<file path="src/rtl/video_pkg.sv">
// Shared definitions for the camera capture and LCD timing paths.
// Holds the capture FSM encoding and the default counter width.
package video_pkg;

    typedef enum logic [1:0] {
        StSkip,
        StWait,
        StActive
    } cap_state_e;

    localparam int unsigned DefaultCntWidth = 12;

endpackage

</file>
<file path="src/rtl/dvp_capture_if.sv">
// DVP sensor bus in, packed FIFO write stream out.
// master = capture block, slave = sensor/FIFO side.
interface dvp_capture_if #(
    parameter int unsigned IN_WIDTH   = 8,
    parameter int unsigned DATA_WIDTH = 16
);
    logic                  cam_vsync;
    logic                  cam_href;
    logic [IN_WIDTH-1:0]   cam_data;
    logic [DATA_WIDTH-1:0] fifo_data_out;
    logic                  fifo_data_out_en;
    logic                  fifo_data_vs;

    modport master (
        input  cam_vsync, cam_href, cam_data,
        output fifo_data_out, fifo_data_out_en, fifo_data_vs
    );

    modport slave (
        output cam_vsync, cam_href, cam_data,
        input  fifo_data_out, fifo_data_out_en, fifo_data_vs
    );
endinterface

</file>
<file path="src/rtl/dvp_capture_edge_sync.sv">
// Registers the DVP inputs once and derives vsync/href edges from the
// registered copy and a one-cycle-older copy.
module dvp_edge_sync #(
    parameter int unsigned IN_WIDTH = 8
) (
    input  logic                rgb_clk,
    input  logic                rgb_rst_n,
    input  logic                vsync,
    input  logic                href,
    input  logic [IN_WIDTH-1:0] data,
    output logic                vs_r,
    output logic                href_r,
    output logic [IN_WIDTH-1:0] data_r,
    output logic                vs_rise,
    output logic                vs_fall,
    output logic                href_rise,
    output logic                href_fall
);
    logic vs_d;
    logic href_d;

    always_ff @(posedge rgb_clk or negedge rgb_rst_n) begin
        if (!rgb_rst_n) begin
            vs_r   <= 1'b0;
            href_r <= 1'b0;
            data_r <= '0;
            vs_d   <= 1'b0;
            href_d <= 1'b0;
        end else begin
            vs_r   <= vsync;
            href_r <= href;
            data_r <= data;
            vs_d   <= vs_r;
            href_d <= href_r;
        end
    end

    assign vs_rise   = vs_r & ~vs_d;
    assign vs_fall   = ~vs_r & vs_d;
    assign href_rise = href_r & ~href_d;
    assign href_fall = ~href_r & href_d;
endmodule

</file>
<file path="src/rtl/dvp_capture.sv">
// DVP camera capture: packs byte pairs into pixels for the video FIFO and
// measures the size of each completed frame.
module dvp_capture
    import video_pkg::*;
#(
    parameter int unsigned DATA_WIDTH  = 16,
    parameter int unsigned IN_WIDTH    = 8,
    parameter int unsigned SKIP_FRAMES = 10,
    parameter int unsigned CNT_WIDTH   = DefaultCntWidth
) (
    input  logic                 rgb_clk,
    input  logic                 rgb_rst_n,
    dvp_capture_if.master        bus,
    output logic [CNT_WIDTH-1:0] frame_width,
    output logic [CNT_WIDTH-1:0] frame_height,
    output logic                 frame_done,
    output logic                 line_err
);
    localparam int unsigned SkipW = $clog2(SKIP_FRAMES + 2);
    localparam logic [SkipW-1:0] SkipLast = SkipW'(SKIP_FRAMES == 0 ? 0 : SKIP_FRAMES - 1);
    localparam logic [CNT_WIDTH-1:0] CntMax = '1;

    logic                vs_r, href_r, vs_rise, vs_fall, href_rise, href_fall;
    logic [IN_WIDTH-1:0] data_r;

    cap_state_e            state_q, state_d;
    logic [SkipW-1:0]      skip_q, skip_d;
    logic                  phase_q, phase_d;
    logic [IN_WIDTH-1:0]   hi_q, hi_d;
    logic [CNT_WIDTH-1:0]  pix_q, pix_d, line_q, line_d, shadow_q, shadow_d;
    logic [CNT_WIDTH-1:0]  width_q, width_d, height_q, height_d;
    logic [CNT_WIDTH-1:0]  line_end, width_end;
    logic                  done_q, done_d, err_q, err_d, en_q, en_d, vs_q, vs_d;
    logic [DATA_WIDTH-1:0] out_q, out_d;

    dvp_edge_sync #(
        .IN_WIDTH (IN_WIDTH)
    ) u_edge_sync (
        .rgb_clk   (rgb_clk),
        .rgb_rst_n (rgb_rst_n),
        .vsync     (bus.cam_vsync),
        .href      (bus.cam_href),
        .data      (bus.cam_data),
        .vs_r      (vs_r),
        .href_r    (href_r),
        .data_r    (data_r),
        .vs_rise   (vs_rise),
        .vs_fall   (vs_fall),
        .href_rise (href_rise),
        .href_fall (href_fall)
    );

    function automatic logic [CNT_WIDTH-1:0] sat_inc(input logic [CNT_WIDTH-1:0] v);
        return (v == CntMax) ? v : v + 1'b1;
    endfunction

    always_comb begin
        state_d   = state_q;
        skip_d    = skip_q;
        phase_d   = phase_q;
        hi_d      = hi_q;
        pix_d     = pix_q;
        line_d    = line_q;
        shadow_d  = shadow_q;
        width_d   = width_q;
        height_d  = height_q;
        out_d     = out_q;
        done_d    = 1'b0;
        err_d     = 1'b0;
        en_d      = 1'b0;
        line_end  = line_q;
        width_end = shadow_q;
        // FIFO stays in reset until a whole frame is being captured
        vs_d      = (state_q == StActive) ? vs_r : 1'b1;

        unique case (state_q)
            StSkip: begin
                if (SKIP_FRAMES == 0) begin
                    state_d = StWait;
                end else if (vs_rise) begin
                    if (skip_q == SkipLast) state_d = StWait;
                    else                    skip_d  = skip_q + 1'b1;
                end
            end
            StWait: begin
                if (vs_fall) begin
                    state_d  = StActive;
                    phase_d  = 1'b0;
                    pix_d    = '0;
                    line_d   = '0;
                    shadow_d = '0;
                end
            end
            StActive: begin
                if (href_r) begin
                    // href rising forces phase 0 so a stale half pixel never leaks in
                    if (href_rise || !phase_q) begin
                        hi_d    = data_r;
                        phase_d = 1'b1;
                        if (href_rise) pix_d = '0;
                    end else begin
                        out_d   = {hi_q, data_r};
                        en_d    = 1'b1;
                        pix_d   = sat_inc(pix_q);
                        phase_d = 1'b0;
                    end
                end
                if (href_fall) begin
                    line_end  = sat_inc(line_q);
                    width_end = pix_q;
                    line_d    = line_end;
                    shadow_d  = pix_q;
                    err_d     = phase_q;
                    phase_d   = 1'b0;
                end
                if (vs_rise) begin
                    if (href_r) begin
                        state_d = StWait;
                    end else begin
                        width_d  = width_end;
                        height_d = line_end;
                        done_d   = 1'b1;
                    end
                end
                if (vs_fall) begin
                    pix_d    = '0;
                    line_d   = '0;
                    shadow_d = '0;
                end
            end
            default: state_d = StSkip;
        endcase
    end

    always_ff @(posedge rgb_clk or negedge rgb_rst_n) begin
        if (!rgb_rst_n) begin
            state_q  <= StSkip;
            skip_q   <= '0;
            phase_q  <= 1'b0;
            hi_q     <= '0;
            pix_q    <= '0;
            line_q   <= '0;
            shadow_q <= '0;
            width_q  <= '0;
            height_q <= '0;
            out_q    <= '0;
            done_q   <= 1'b0;
            err_q    <= 1'b0;
            en_q     <= 1'b0;
            vs_q     <= 1'b1;
        end else begin
            state_q  <= state_d;
            skip_q   <= skip_d;
            phase_q  <= phase_d;
            hi_q     <= hi_d;
            pix_q    <= pix_d;
            line_q   <= line_d;
            shadow_q <= shadow_d;
            width_q  <= width_d;
            height_q <= height_d;
            out_q    <= out_d;
            done_q   <= done_d;
            err_q    <= err_d;
            en_q     <= en_d;
            vs_q     <= vs_d;
        end
    end

    assign bus.fifo_data_out    = out_q;
    assign bus.fifo_data_out_en = en_q;
    assign bus.fifo_data_vs     = vs_q;
    assign frame_width          = width_q;
    assign frame_height         = height_q;
    assign frame_done           = done_q;
    assign line_err             = err_q;
endmodule

</file>
<file path="src/flat_wrapper.sv">
// flat-port wrapper written by rule: the top's interface ports become plain ports
module dvp_capture_flat import video_pkg::*;
#(
    parameter int unsigned DATA_WIDTH  = 16,
    parameter int unsigned IN_WIDTH    = 8,
    parameter int unsigned SKIP_FRAMES = 10,
    parameter int unsigned CNT_WIDTH   = DefaultCntWidth
)
  (rgb_clk, rgb_rst_n, frame_width, frame_height, frame_done, line_err, bus_cam_vsync, bus_cam_href, bus_cam_data, bus_fifo_data_out, bus_fifo_data_out_en, bus_fifo_data_vs);
  dvp_capture_if #(.IN_WIDTH(IN_WIDTH), .DATA_WIDTH(DATA_WIDTH)) bus_i ();
  input  logic rgb_clk;
  input  logic rgb_rst_n;
  output logic [CNT_WIDTH-1:0] frame_width;
  output logic [CNT_WIDTH-1:0] frame_height;
  output logic frame_done;
  output logic line_err;
  input wire logic [$bits(bus_i.cam_vsync)-1:0] bus_cam_vsync;
  input wire logic [$bits(bus_i.cam_href)-1:0] bus_cam_href;
  input wire logic [$bits(bus_i.cam_data)-1:0] bus_cam_data;
  output wire logic [$bits(bus_i.fifo_data_out)-1:0] bus_fifo_data_out;
  output wire logic [$bits(bus_i.fifo_data_out_en)-1:0] bus_fifo_data_out_en;
  output wire logic [$bits(bus_i.fifo_data_vs)-1:0] bus_fifo_data_vs;
  assign bus_i.cam_vsync = bus_cam_vsync;
  assign bus_i.cam_href = bus_cam_href;
  assign bus_i.cam_data = bus_cam_data;
  assign bus_fifo_data_out = bus_i.fifo_data_out;
  assign bus_fifo_data_out_en = bus_i.fifo_data_out_en;
  assign bus_fifo_data_vs = bus_i.fifo_data_vs;
  dvp_capture #(.DATA_WIDTH(DATA_WIDTH), .IN_WIDTH(IN_WIDTH), .SKIP_FRAMES(SKIP_FRAMES), .CNT_WIDTH(CNT_WIDTH)) u_core (.rgb_clk(rgb_clk), .rgb_rst_n(rgb_rst_n), .bus(bus_i), .frame_width(frame_width), .frame_height(frame_height), .frame_done(frame_done), .line_err(line_err));
endmodule
</file>
<file path="config.mk">
export PLATFORM = sky130hd
export DESIGN_NAME = dvp_capture_flat
export DESIGN_NICKNAME = d
export VERILOG_FILES = /design/src/rtl/video_pkg.sv /design/src/rtl/dvp_capture_if.sv /design/src/rtl/dvp_capture_edge_sync.sv /design/src/rtl/dvp_capture.sv /design/src/flat_wrapper.sv
export SDC_FILE = /design/constraint.sdc
export NUM_CORES = 1
export LEC_CHECK = 0
export CELL_PAD_IN_SITES_DETAIL_PLACEMENT = 0
export CELL_PAD_IN_SITES_GLOBAL_PLACEMENT = 1
export CORE_ASPECT_RATIO = 0.8
export CORE_UTILIZATION = 30
export DETAILED_ROUTE_END_ITERATION = 10
export MAX_ROUTING_LAYER = met4
export PLACE_DENSITY_LB_ADDON = 0.1
export SLEW_MARGIN = 20
export SYNTH_ARGS = -nofsm -noshare
export SYNTH_HDL_FRONTEND = slang
export SYNTH_SLANG_ARGS = --single-unit
</file>
<file path="constraint.sdc">
create_clock -name rgb_clk -period 2.75 [get_ports rgb_clk]
set_clock_uncertainty 0.1 [all_clocks]
set_input_delay 0.825 -clock rgb_clk [delete_from_list [all_inputs] [get_ports rgb_clk]]
set_output_delay 0.825 -clock rgb_clk [all_outputs]
set_load 0.05 [all_outputs]
</file>
==> results.md, run 1 <==
* CP top delay family: buffers and inverters
* Final GP Congestion at 0.799
* Clock power frac at 0.261
* IO Port Bufs at 55
* Mean Syn Cell Area at 10.1 um^2
* Post-Syn Nets at 486
* Hold Buf Count CTS at 0
* Combinational share of power at 0.343
* Synth warn at 0
* Initial Util at 0.312
* Vias in the first global route at 3487
* Final hold viol count at 0
* Crit-path cells: clkdlybuf4s50_1
* Vias per inst at 4.85
* Post-CTS Setup Bufs at 0
* Final setup violation count at 0
* Synth Cell Area at 4740 um^2
* Clock buffer depth at 2
* Post-DR wirelength/cell at 14.7 um
* Skew-Pair Late Insertion Delay at 0.36 ns
* Sequential share of power at 0.396
* Commonest cells after routing, fill and taps aside: dfrtp_1, nand2_1, clkdlybuf4s50_1, o21ai_0, nor2_1
* Antenna cells at 0
* Post-DP HPWL at 7210 um
* Final WS setup at 0.156 ns
* PD cells at 884 nW/um^2
* Number of synthesized flops with an enable pin at 0
* Post-route ant nets at 0
* WP buf/inv at 1
* Area grow syn2layout at 23.7%
* # nets final at 542
* Worst Path Max Fanout at 1
* # resized after CTS at 0
* Fraction of registers with async set/reset at 1.00
* Crit. End Element: output port
* H-tree lvl count at 3
* Max_slew headroom at 0.610
* Final min period at 2.59 ns
* Largest net degree at the start of global routing at 108
* Crit start category: flop
* Req. time, crit path at 1.83 ns
* Routed wire length at 10900 um
* CTS tree: yes
* Sequential area share after synthesis at 0.565
* WS Path Type: flop to output port
* GRT Resource Usage Total at 0.152
* Core area at 15200 um^2
* Slew Viols, Final at 0
* Antenna violations before repair at 0
* Sw power at 1.95 mW
* Dpl ws at 0.520 ns
* Ys flop type: dfrtp_1
* Initial DRC count at 229
* Std-Cell Rows at 40
* Hold Crit Class: flop to flop
* Vias at 3577
* MaxCap Viol Count at 0
* Pre-antenna DRT Iters at 4
* Most common cell after layout, fill and taps aside: dfrtp_1
* F_max at 386 MHz
* Switch share at 0.377
* Setup TNS at 0 ns
* Period utilization at 0.943
* Grt total ovfl at 0
* Clock root buffer: clkbuf_16
* Die height at 114 um
* RSZ-0062 raised after global routing: no
* Status: finished, final reports clean
* Worst Max-Slew Pin Slew at 0.585 ns
* Slowest stage delay, CP at 0.79 ns
* P_int at 3.23 mW
* Max VDD drop at 0.348 mV
* Synth Register Bits at 107
* Share of layout cells above drive strength 1 at 0.102
* CTS buffer count at 9
* Leakage at 2.54 nW
* DRC viols at 0
* First-pass GRT wire length at 18400 um
* I/O pin cnt at 56
* Cell count after synthesis at 467
* WP data arrival at 1.67 ns
* Fin Hold WS at 0.367 ns
* Clock sink count at 107
* Clock Pin Slew Worst Setup and Hold Paths at 0.07 ns
* CP max-delay cell: clkdlybuf4s50_1
* Distinct cells, synth at 54
* Die Footprint at 16300 um^2
* Die X at 143 um
[Yosys cell counts, drive strengths merged (5+ instances only)]
| cell type | n | area (um^2) |
|---|---|---|
| nand2b | 8 | 52.6 |
| a21oi | 24 | 120 |
| nor2b | 5 | 31.3 |
| nor2 | 27 | 101 |
| a22o | 16 | 140 |
| nand3 | 14 | 70.1 |
| inv | 9 | 33.8 |
| buf | 8 | 55.1 |
| a31oi | 18 | 113 |
| o31ai | 8 | 60.1 |
| mux2 | 8 | 90.1 |
| nand4 | 5 | 31.3 |
| and3 | 7 | 43.8 |
| clkbuf | 15 | 56.3 |
| dfrtp | 106 | 2650 |
| o21ai | 28 | 140 |
| and4 | 7 | 68.8 |
| ha | 7 | 87.6 |
| nand2 | 100 | 375 |
| or4 | 5 | 37.5 |
[sequential cells by signal (all words and copies together), names as in the netlist]
signal,count
u_core.bus.fifo_data_out,16
u_core.bus.fifo_data_out_en,1
u_core.bus.fifo_data_vs,1
u_core.frame_done,1
u_core.frame_height,12
u_core.frame_width,12
u_core.hi_q,8
u_core.line_err,1
u_core.line_q,12
u_core.phase_q,1
u_core.pix_q,12
u_core.shadow_q,12
u_core.skip_q,4
u_core.state_q,2
u_core.u_edge_sync.data_r,8
u_core.u_edge_sync.href_d,1
u_core.u_edge_sync.href_r,1
u_core.u_edge_sync.vs_d,1
u_core.u_edge_sync.vs_r,1
[layer usage]
metal,global-route usage,vias up,share of wire
li1,-,1759,-
met4,0.0473,0,0.013
met3,0.0372,14,0.045
met5,-,-,0
met2,0.211,78,0.41
met1,0.216,1726,0.53
[path summary, 6_finish.rpt]
check / from / to / slack [ns] / depth (start not counted)
max: u_core.bus.fifo_data_vs / bus_fifo_data_vs / 0.16 / 1
min reg2reg: u_core.u_edge_sync.vs_r / u_core.u_edge_sync.vs_d / 0.37 / 0
min in group asynchronous: rgb_rst_n / u_core.frame_width[7] / 0.44 / 2
min: u_core.u_edge_sync.vs_r / u_core.u_edge_sync.vs_d / 0.37 / 0
max reg2reg: u_core.state_q[1] / u_core.pix_q[11] / 0.51 / 8
max in group asynchronous: rgb_rst_n / u_core.phase_q / 1.67 / 2
[power by group through the flow]
stage               Combinational (mW)  Clock, mW  Sequential [mW]
floorplan                        0.641          0             2.63
detailed placement                1.80          0             2.08
global placement                  1.78          0             2.08
global route                      1.92       1.47             2.10
CTS                               1.80       1.41             2.06
finish                            1.78       1.35             2.05
[per-stage QoR]
stage	util	cells	total power, mW	cell area (um^2)
6_report	0.385	738	5.18	5860
4_1_cts	0.385	738	5.27	5860
3_3_place_gp	0.365	722	3.86	5550
3_5_place_dp	0.365	722	3.88	5550
5_1_grt	0.385	738	5.49	5860
2_1_floorplan	-	467	3.27	4740
[layout make-up]
class	instances	area [um^2]
fillers	1580	9350
clock buffers	10	239
inverters	10	37.5
clock inverters	6	72.6
well taps	210	263
repair buffers	68	658
multi-input cells	327	1910
flip-flops and latches	107	2680
[cell families (layout without fill, tap and decap cells)]
logic type	count (synthesis)	count (layout)	synth area share
fa+ha+maj	7	7	0.0185
buf+inv	33	94	0.0314
xor+xnor	6	6	0.0111
flops	107	107	0.565
simple gates	195	195	0.199
compound gates	109	109	0.152
mux	10	10	0.0232
Power figures use the tool's default switching activity.
==> run 2, diff against run 1 <==
--- a/config.mk
+++ b/config.mk
@@ -10,8 +10,10 @@
 export CORE_ASPECT_RATIO = 0.8
 export CORE_UTILIZATION = 30
 export DETAILED_ROUTE_END_ITERATION = 10
+export GPL_TIMING_DRIVEN = 0
 export MAX_ROUTING_LAYER = met4
 export PLACE_DENSITY_LB_ADDON = 0.1
+export SETUP_SLACK_MARGIN = 0.4
 export SLEW_MARGIN = 20
 export SYNTH_ARGS = -nofsm -noshare
 export SYNTH_HDL_FRONTEND = slang
==> results.md, run 2 (synthesis results as in run 1) <==
* Die X at 143 um (unchanged)
* Die Footprint at 16300 um^2 (unchanged)
* Commonest cells after routing, fill and taps aside: dfrtp_1, nand2_1, dlygate4sd2_1, o21ai_0, nor2_1
* PD cells at 866 nW/um^2 (-2.0%)
* IO Port Bufs at 55 (unchanged)
* Clock sink count at 107 (unchanged)
* Antenna violations before repair at 0 (unchanged)
* H-tree lvl count at 3 (unchanged)
* Final min period at 2.30 ns (-0.295 ns)
* Crit. End Element: flop
* Skew-Pair Late Insertion Delay at 0.36 ns (about the same)
* Initial DRC count at 212 (-7.4%)
* Post-DR wirelength/cell at 15.1 um (+2.7%)
* Slew Viols, Final at 0 (unchanged)
* Crit-path cells: inv_1 -> ha_1 -> nor2b_2 -> a21o_2 -> and3_1 -> clkbuf_1 -> or4_1 -> nand2_1
* Post-DP HPWL at 7910 um (+9.8%)
* Final GP Congestion at 0.798 (-0.23%)
* Largest net degree at the start of global routing at 57 (-47%)
* Leakage at 2.75 nW (+8.4%)
* DRC viols at 0 (unchanged)
* Routed wire length at 11400 um (+4.4%)
* Die height at 114 um (unchanged)
* First-pass GRT wire length at 19500 um (+5.9%)
* GRT Resource Usage Total at 0.161 (+0.00952)
* Initial Util at 0.312 (unchanged)
* Slowest stage delay, CP at 0.53 ns (-0.26 ns)
* Pre-antenna DRT Iters at 5 (+1)
* Hold Crit Class: primary input to async pin
* R2r startpoint: u_core.state_q[1]
* Vias in the first global route at 3636 (+4.3%)
* # nets final at 554 (+2.2%)
* Tot Pwr at 5.10 mW (-1.6%)
* Period utilization at 0.836 (-0.107)
* Final hold viol count at 0 (unchanged)
* CP max-delay cell: or4_1
* Core area at 15200 um^2 (unchanged)
* Clock root buffer: clkbuf_16
* Grt total ovfl at 0 (unchanged)
* Status: finished, final reports clean
* Clock buffer depth at 2 (unchanged)
* WP data arrival at 2.50 ns (+0.83 ns)
* Max_slew headroom at 0.508 (-0.102)
* Std-Cell Rows at 40 (unchanged)
* RSZ-0062 raised after global routing: yes
* Placed Area at 5580 um^2 (+0.59%)
* Clock Pin Slew Worst Setup and Hold Paths at 0.07 ns (about the same)
* Antenna cells at 0 (unchanged)
* Req. time, crit path at 2.95 ns (+1.12 ns)
* Max FFs per register at 16 (unchanged)
* Worst R2R Path Depth at 8 (unchanged)
* CTS buffer count at 9 (unchanged)
* WS Path Type: flop to flop
* Fin area at 5890 um^2 (+0.45%)
* Fillers at 1580 (unchanged)
* Reg area at 2680 um^2 (unchanged)
* Vias at 3615 (+1.1%)
* Share of layout cells above drive strength 1 at 0.119 (+0.0162)
* Multi-input gate area at 1940 um^2 (+1.7%)
* CTS tree: yes
* Area grow syn2layout at 24.2%
* Crit start category: flop
* Vias per inst at 4.82 (-0.55%)
* Most common cell after layout, fill and taps aside: dfrtp_1
* Post-route ant nets at 0 (unchanged)
* Max VDD drop at 0.389 mV (+12%)
* Critical path launch point: u_core.state_q[1]
* MaxCap Viol Count at 0 (unchanged)
* Final setup violation count at 0 (unchanged)
* Worst Path Max Fanout at 7 (+6)
* I/O pin cnt at 56 (unchanged)
* F_max at 435 MHz (+13%)
* Worst Max-Slew Pin Slew at 0.737 ns (+0.152 ns)
## run 2: cell count changes in the layout (fill, tap and decap cells not counted), moves of 5 or more
| cell | delta |
|---|---|
| clkdlybuf4s50_1 | -44 |
| dlygate4sd2_1 | +43 |
| buf_4 | -11 |
| clkbuf_1 | +8 |
| clkbuf_2 | +7 |
| buf_2 | +5 |
## run 2: worst max-delay path, delay by kind of cell, from the launching register on
family | cells | cell delay (ns)
AO/OA/AOI/OAI | 1 | 0.27
AND/OR/NAND/NOR | 4 | 0.86
flip-flops | 1 | 0.40
buffers and inverters | 2 | 0.27
adder cells (fa/ha/maj) | 1 | 0.34
## run 2: layout make-up
cell class / instances / area share
inverter: 10 / 0.00638
buffer: 23 / 0.0204
clock inverter: 6 / 0.0121
clock buffer: 10 / 0.0406
timing repair buffer: 57 / 0.0905
sequential: 107 / 0.455
multi-input combinational: 327 / 0.330
tap: 210 / 0.0446
## run 2: worst paths after layout
kind                            slack [ns]                            to
worst min register to register        0.37  u_core.bus.fifo_data_out[15]
worst max register to register        0.45              u_core.pix_q[11]
min in group rgb_clk                  0.37  u_core.bus.fifo_data_out[15]
max in group asynchronous             1.51       u_core.bus.fifo_data_vs
worst min-delay path                  0.33         u_core.frame_width[5]
worst max-delay path                  0.45              u_core.pix_q[11]
## run 2: through the flow
stage                     setup slack, ns  cells  setup TNS [ns]  utilization  hold WS, ns
final                               0.451    750               0        0.387        0.331
after global routing                0.304    750               0        0.387        0.355
after CTS                           0.392    749               0        0.385        0.352
after detailed placement            0.240    733               0        0.367        0.357
after global placement              -3.63    732         -385.78        0.365        0.331
after floorplan                     0.777    467               0            -        0.311
## run 2: what timing repair did
action / 4_1_cts / 5_1_grt
resized for setup: 49 / 14
pin swaps: 0 / 0
setup buffers: 0 / 1
hold buffers: 0 / 0
setup endpoints to repair: 68 / 36
## run 2: metal layers
layer / GRT usage / vias up / routed length, um
met1: 0.233 / 1723 / 6090
met3: 0.0489 / 9 / 619
met5: - / - / 0
met4: 0.0387 / 0 / 106
li1: - / 1793 / -
met2: 0.218 / 90 / 4550
## run 2: report_power, final
| group | internal [mW] | switching [mW] | total (mW) |
|---|---|---|---|
| combinational | 0.507 | 1.20 | 1.71 |
| clock | 0.740 | 0.618 | 1.36 |
| sequential | 1.86 | 0.169 | 2.03 |
